**src/rtl/ni_flit_injector.sv**
```systemverilog
// Network-interface packet injector: buffers payload words, runs a 4-phase req/ack handshake,
// then streams a gap-free header/payload/tail flit train into the router input buffer.
module ni_flit_injector #(
   parameter int unsigned DATA_W  = 8,
   parameter int unsigned DEPTH   = 8,
   parameter logic [3:0]  NODE_ID = 4'b0000
) (
   input  logic                   clk,
   input  logic                   rst,
   input  logic                   push,
   input  logic [DATA_W-1:0]      payload_in,
   input  logic                   send,
   input  logic [3:0]             dest_addr,
   input  logic                   ack_out,
   output logic                   req_out,
   output logic [DATA_W+1:0]      flit_out,
   output logic                   flit_valid,
   output logic                   full,
   output logic [$clog2(DEPTH):0] count,
   output logic                   busy,
   output logic                   done
);

   localparam int unsigned PW = (DEPTH > 1) ? $clog2(DEPTH) : 1;
   localparam int unsigned CW = $clog2(DEPTH) + 1;

   typedef enum logic [2:0] {
      StIdle, StReq, StRelease, StHdr, StPay, StTail, StDone
   } state_e;

   state_e            state_q, state_d;
   logic [3:0]        dest_q, dest_d;
   logic [CW-1:0]     pay_left_q, pay_left_d;
   logic [DATA_W-1:0] csum_q, csum_d;
   logic [PW-1:0]     wr_ptr_q, wr_ptr_d, rd_ptr_q, rd_ptr_d;
   logic [CW-1:0]     count_q, count_d;
   logic [DATA_W-1:0] mem_q [DEPTH];
   logic [DATA_W-1:0] head;
   logic [DATA_W-1:0] hdr_data;
   logic              do_push, do_pop;

   assign head     = mem_q[rd_ptr_q];
   assign hdr_data = DATA_W'({dest_q, NODE_ID});

   always_comb begin
      state_d    = state_q;
      dest_d     = dest_q;
      pay_left_d = pay_left_q;
      csum_d     = csum_q;
      do_push    = 1'b0;
      do_pop     = 1'b0;
      unique case (state_q)
         StIdle: begin
            if (send) begin
               dest_d     = dest_addr;
               pay_left_d = count_q;
               csum_d     = '0;
               state_d    = StReq;
            end else if (push && !full) begin
               do_push = 1'b1;
            end
         end
         StReq:     if (ack_out) state_d = StRelease;
         StRelease: state_d = StHdr;
         StHdr:     state_d = (pay_left_q != '0) ? StPay : StTail;
         StPay: begin
            do_pop     = 1'b1;
            csum_d     = csum_q ^ head;
            pay_left_d = pay_left_q - CW'(1);
            if (pay_left_q == CW'(1)) state_d = StTail;
         end
         StTail:    state_d = StDone;
         StDone:    state_d = StIdle;
         default:   state_d = StIdle;
      endcase
   end

   // Circular pointers wrap explicitly so non-power-of-two depths work too.
   always_comb begin
      wr_ptr_d = wr_ptr_q;
      rd_ptr_d = rd_ptr_q;
      count_d  = count_q;
      if (do_push) begin
         wr_ptr_d = (wr_ptr_q == PW'(DEPTH - 1)) ? '0 : wr_ptr_q + PW'(1);
         count_d  = count_q + CW'(1);
      end else if (do_pop) begin
         rd_ptr_d = (rd_ptr_q == PW'(DEPTH - 1)) ? '0 : rd_ptr_q + PW'(1);
         count_d  = count_q - CW'(1);
      end
   end

   always_ff @(posedge clk) begin
      if (rst) begin
         state_q    <= StIdle;
         dest_q     <= '0;
         pay_left_q <= '0;
         csum_q     <= '0;
         wr_ptr_q   <= '0;
         rd_ptr_q   <= '0;
         count_q    <= '0;
      end else begin
         state_q    <= state_d;
         dest_q     <= dest_d;
         pay_left_q <= pay_left_d;
         csum_q     <= csum_d;
         wr_ptr_q   <= wr_ptr_d;
         rd_ptr_q   <= rd_ptr_d;
         count_q    <= count_d;
      end
   end

   always_ff @(posedge clk) begin
      if (do_push) mem_q[wr_ptr_q] <= payload_in;
   end

   always_comb begin
      flit_out   = '0;
      flit_valid = 1'b0;
      unique case (state_q)
         StHdr: begin
            flit_valid = 1'b1;
            flit_out   = {2'b01, hdr_data};
         end
         StPay: begin
            flit_valid = 1'b1;
            flit_out   = {2'b00, head};
         end
         StTail: begin
            flit_valid = 1'b1;
            flit_out   = {2'b10, csum_q};
         end
         default: ;
      endcase
   end

   assign req_out = (state_q == StReq);
   assign busy    = (state_q != StIdle);
   assign done    = (state_q == StDone);
   assign full    = (count_q == CW'(DEPTH));
   assign count   = count_q;

endmodule

```
**config.mk**
```make
export PLATFORM = sky130hd
export DESIGN_NAME = ni_flit_injector
export DESIGN_NICKNAME = d
export VERILOG_FILES = /design/src/rtl/ni_flit_injector.sv
export SDC_FILE = /design/constraint.sdc
export NUM_CORES = 1
export LEC_CHECK = 0
export ABC_AREA = 1
export CAP_MARGIN = 20
export CORE_MARGIN = 1
export CORE_UTILIZATION = 35
export CTS_CLUSTER_SIZE = 14
export DETAILED_ROUTE_END_ITERATION = 8
export GPL_ROUTABILITY_DRIVEN = 0
export PLACE_DENSITY = 0.64
export SYNTH_ARGS = -nofsm -noshare
export SYNTH_HDL_FRONTEND = slang
export SYNTH_SLANG_ARGS = --single-unit
```
**constraint.sdc**
```tcl
create_clock -name clk -period 1.9 [get_ports clk]
set_input_delay 0.38 -clock clk [delete_from_list [all_inputs] [get_ports clk]]
set_output_delay 0.38 -clock clk [all_outputs]
set_load 0.005 [all_outputs]
```
After elaboration in Yosys (flattened, before gate mapping)
Memories as Yosys holds them, arrays and structs flattened. A register that Yosys moved wholly into a read port is not among the register bits. Cells that the tools add are included.

Register bits: 29. Bits in writable memories: 64. Output and inout bits: 19. Word-level logic and storage cells: 63. Memories kept: 1.

$add $sub $neg: 5. Equal/unequal tests: 13. Mux-type cells: 23. Bitwise operators: 2. Reduce and logical (&&, ||, !) cells: 12.

Memory list: mem_q (depth 8, width 8, rd ports 1, clocked after memory_dff 1, wr ports 1, RTL line 37) `logic [DATA_W-1:0] mem_q [DEPTH];`.

Operator list (number): one-hot mux 10 bit (3 select lines) (1); 2-to-1 mux 3 bit (7); one-hot mux 3 bit (6 select lines) (1); one-hot mux 8 bit (2 select lines) (1); == test 3 bit, second input constant (5); 2-to-1 mux 4 bit (3); 2-to-1 mux 1 bit (8); 2-to-1 mux 8 bit (1); one-hot mux 4 bit (2 select lines) (1); subtractor 4 x 1 -> 4 bit, second input constant (2); bitwise XOR 8 bit (1); adder 3 x 1 -> 3 bit, second input constant (2); == test 3 x 2 -> 1 bit, second input constant (2); != test 2 bit, second input constant (3); AND reduction 2 bit (3); adder 4 x 1 -> 4 bit, second input constant (1); == test 4 x 1 -> 1 bit, second input constant (1); == test 4 bit, second input constant (1); nonzero test 2 bit (2); nonzero test 4 bit (1); == test 3 x 1 -> 1 bit, second input constant (1); logical NOT 3 bit (1); AND reduction 3 bit (1); nonzero test 3 bit (1); 4 further kinds (4).

Depth between registers and ports, before layout
Depth after elaboration: 10. Depth in mapped cells: 12. Depth with buffers taken out: 12.

Worst setup path after synthesis
No wires, ideal clock.

Kind: reg2reg. From: register count_q[0] (netlist: count[0]). To: memory mem_q[1][0], enable pin. Arrival: 1.547 ns. Data required time: 1.517 ns. Setup slack: -0.030 ns. Stages on the path, launching flop included: 7. Buffers on the path: 0. Cells stage by stage: dfxtp_1 > inv_1 > nand3_1 > nand2_1 > nor2_4 > nand2_1 > nor3_1.

Longest elaborated chain between the ends: 8.

RTL lines: start, declared (RTL line 36) `logic [CW-1:0] count_q, count_d;`; start signal, assigned (RTL line 108) `count_q <= count_d;`; == test 4 bit (RTL line 139) `assign full = (count_q == CW'(DEPTH));`; logical NOT 1 bit (RTL line 59) `end else if (push && !full) begin`; logical AND 1 bit (RTL line 59); 2-to-1 mux 1 bit (RTL line 59); 2-to-1 mux 1 bit (RTL line 54) `if (send) begin`; 2-to-1 mux 1 bit (RTL line 52) `unique case (state_q)`; 2-to-1 mux 1 bit (RTL line 113) `if (do_push) mem_q[wr_ptr_q] <= payload_in;`; 2-to-1 mux 1 bit (implied by the code) (RTL line 113); end, declared (RTL line 37).

Every way passes these cells.

==> reports/qor.txt <==
Nets -> 622
Post-synth top cells -> nand2_1, inv_1, edfxtp_1
first-pass GRT wire length -> 16.7 mm
Post-Layout Cell Count -> 767
Clock Tree Buf Depth -> 2
Leak -> 2.68 nW
worst path required time -> 1.52 ns
Async S/R FF share, synth -> 0
CP max stage cell -> dfxtp_4
total CTS buffers -> 9
CTS clk-pin slew, worst paths -> 0.06 ns
via/cell ratio -> 4.69
EDFF count, synth -> 64
PortBufs -> 35
Synth Warn # -> 0
CP endpoint kind -> output pin
area leader, netlist -> edfxtp_1
critical path peak fanout -> 6
Routed Antenna Nets -> 0
sequential-to-total area share from yosys stat -> 0.580
n_diodes -> 0
Synthesized Nets -> 525
Max-slew headroom -> 0.729
max incr delay on CP -> 0.41 ns
most numerous cell in the Yosys netlist -> nand2_1
post-route minimum period -> 1.99 ns
Syn-to-layout area delta -> 40.6%
Tot GR Track Use -> 0.169
setup repair after global routing missed its margin -> yes
Period Utilization, post-route -> 1.05
largest net degree at the start of global routing -> 20
synthesis-stage register bit count -> 96
syn avg cell area -> 8.88 um^2
CP top delay family -> flip-flops
die area -> 13,100 um^2
Distinct cells, synth -> 26
Worst Max-Slew Pin Slew -> 0.405 ns
clock root cell -> clkbuf_16
Worst setup SP type -> register
vias in the first global route -> 3,480
Max Cap Viol -> 0
DP Cell Count -> 722
Hold Vio Cnt, Final -> 0
fin worst setup slack -> -0.0856 ns
Fmax -> 504 MHz
via count -> 3,598
top cells by area, synth -> edfxtp_1, dfxtp_1, nand2_1
Crit path buffers/inverters -> 3
Clk Latency, worst-skew pair -> 0.34 ns
share of the synthesized area in the top cell type -> 0.435
row count -> 40
final setup vio count -> 9
Hold Slack -> 0.460 ns
Hold/Removal Path Class -> reg2reg
H-tree levels -> 3
Final Total Pwr -> 6.15 mW
initial DRC count -> 207
initial antenna violation count -> 0
failing checks -> setup timing
Final Skew -> 0.00498 ns
Post-Route WL -> 10.6 mm
WS Path Type -> reg2out
Synth Flop Type -> edfxtp_1
Die W -> 114 um
wire length per cell -> 13.8 um
synthesized area -> 4420 um^2
dpl ws -> -0.442 ns
DP HPWL -> 6.77 mm
worst-path cell chain -> clkinv_8 -> buf_12 -> nand2_4 -> nand2_2 -> nand2_2 -> nand3_2 -> nand3_2 -> o211ai_1 -> buf_2
total gr overflow -> 0
fraction of layout cells with a size suffix above 1 -> 0.304
Synth Instances -> 498
arrival time at the worst endpoint -> 1.61 ns
I/O Pins -> 36
Pwr Density -> 989 nW/um^2
final setup TNS -> -0.403 ns
peak supply drop -> 0.000406 V
core area -> 12,200 um^2
Remaining DRCs -> 0
TritonCTS clock tree -> done
Initial Util -> 0.363
clk sink count -> 96
fin. max-slew vios -> 0
die height -> 114 um
outcome -> finished with violations
drt pass-1 iters -> 5
[final cells by class]
class                      count  area, um^2
clock buffer                   9         225
fill                        1078        5940
multi-input combinational    299        1830
clock inverter                 6        67.6
timing repair buffer         103         972
tap                          168         210
inverter                      86         343
sequential                    96        2570
[sequential cells by signal (all words and copies together) (netlist names), named ones only]
register / count
count: 4
csum_q: 8
dest_q: 4
mem_q: 64
pay_left_q: 4
rd_ptr_q: 3
state_q: 3
wr_ptr_q: 3
[worst min-delay path, cell delays in order, from the launching register on]
cell,delay [ns]
dfxtp_1,0.30
inv_1,0.06
a21oi_1,0.06
[layout by cell type (no fill, tap or decap), drive strengths merged, types with 9 or more instances in the layout]
cell	count
nand4	9
buf	74
inv	86
clkdlybuf4s50	21
dfxtp	32
o21ai	14
ha	9
nor2	30
a21oi	10
nand2	143
edfxtp	64
clkbuf	11
nand3	60
nor3	13
[cell families after synthesis]
kind of cell / count (synthesis) / share of synthesized area
compound gates: 33 / 0.0430
xor+xnor: 1 / 0.00198
fa+ha+maj: 10 / 0.0300
buf+inv: 103 / 0.0985
flops: 96 / 0.580
simple gates: 255 / 0.247
[where the power goes]
group	switching [mW]	total (mW)	internal [mW]
sequential	0.125	2.54	2.41
combinational	1.00	1.83	0.829
clock	0.765	1.78	1.02
total	1.89	6.15	4.26
[stage by stage]
step	util	instance area, um^2
2_1_floorplan	-	4420
3_3_place_gp	0.426	5180
3_5_place_dp	0.426	5180
4_1_cts	0.483	5870
5_1_grt	0.511	6220
6_report	0.511	6220
[metal layers]
metal / global-route usage / share of wire
met1: 0.214 / 0.44
met2: 0.282 / 0.50
met3: 0.0371 / 0.041
met4: 0.0641 / 0.018
met5: 0 / 0
[final timing paths]
path | cells past startpoint | slack, ns | start | end
worst max-delay path | 9 | -0.09 | register | flit_out[7]
worst min-delay path | 2 | 0.46 | dest_q[3] | dest_q[3]
worst max register to register | 15 | -0.03 | state_q[0] | csum_q[1]
worst min register to register | 2 | 0.46 | dest_q[3] | dest_q[3]
[what timing repair did]
item / CTS / global route
resized for setup: 96 / 61
setup buffers: 16 / 11
pin swaps: 17 / 33
cloned: 2 / 2
hold endpoints to repair: 0 / 0
hold buffers: 0 / 0
endpoints found under the setup margin: 14 / 54
No activity file was read; power rests on OpenSTA's default activity.
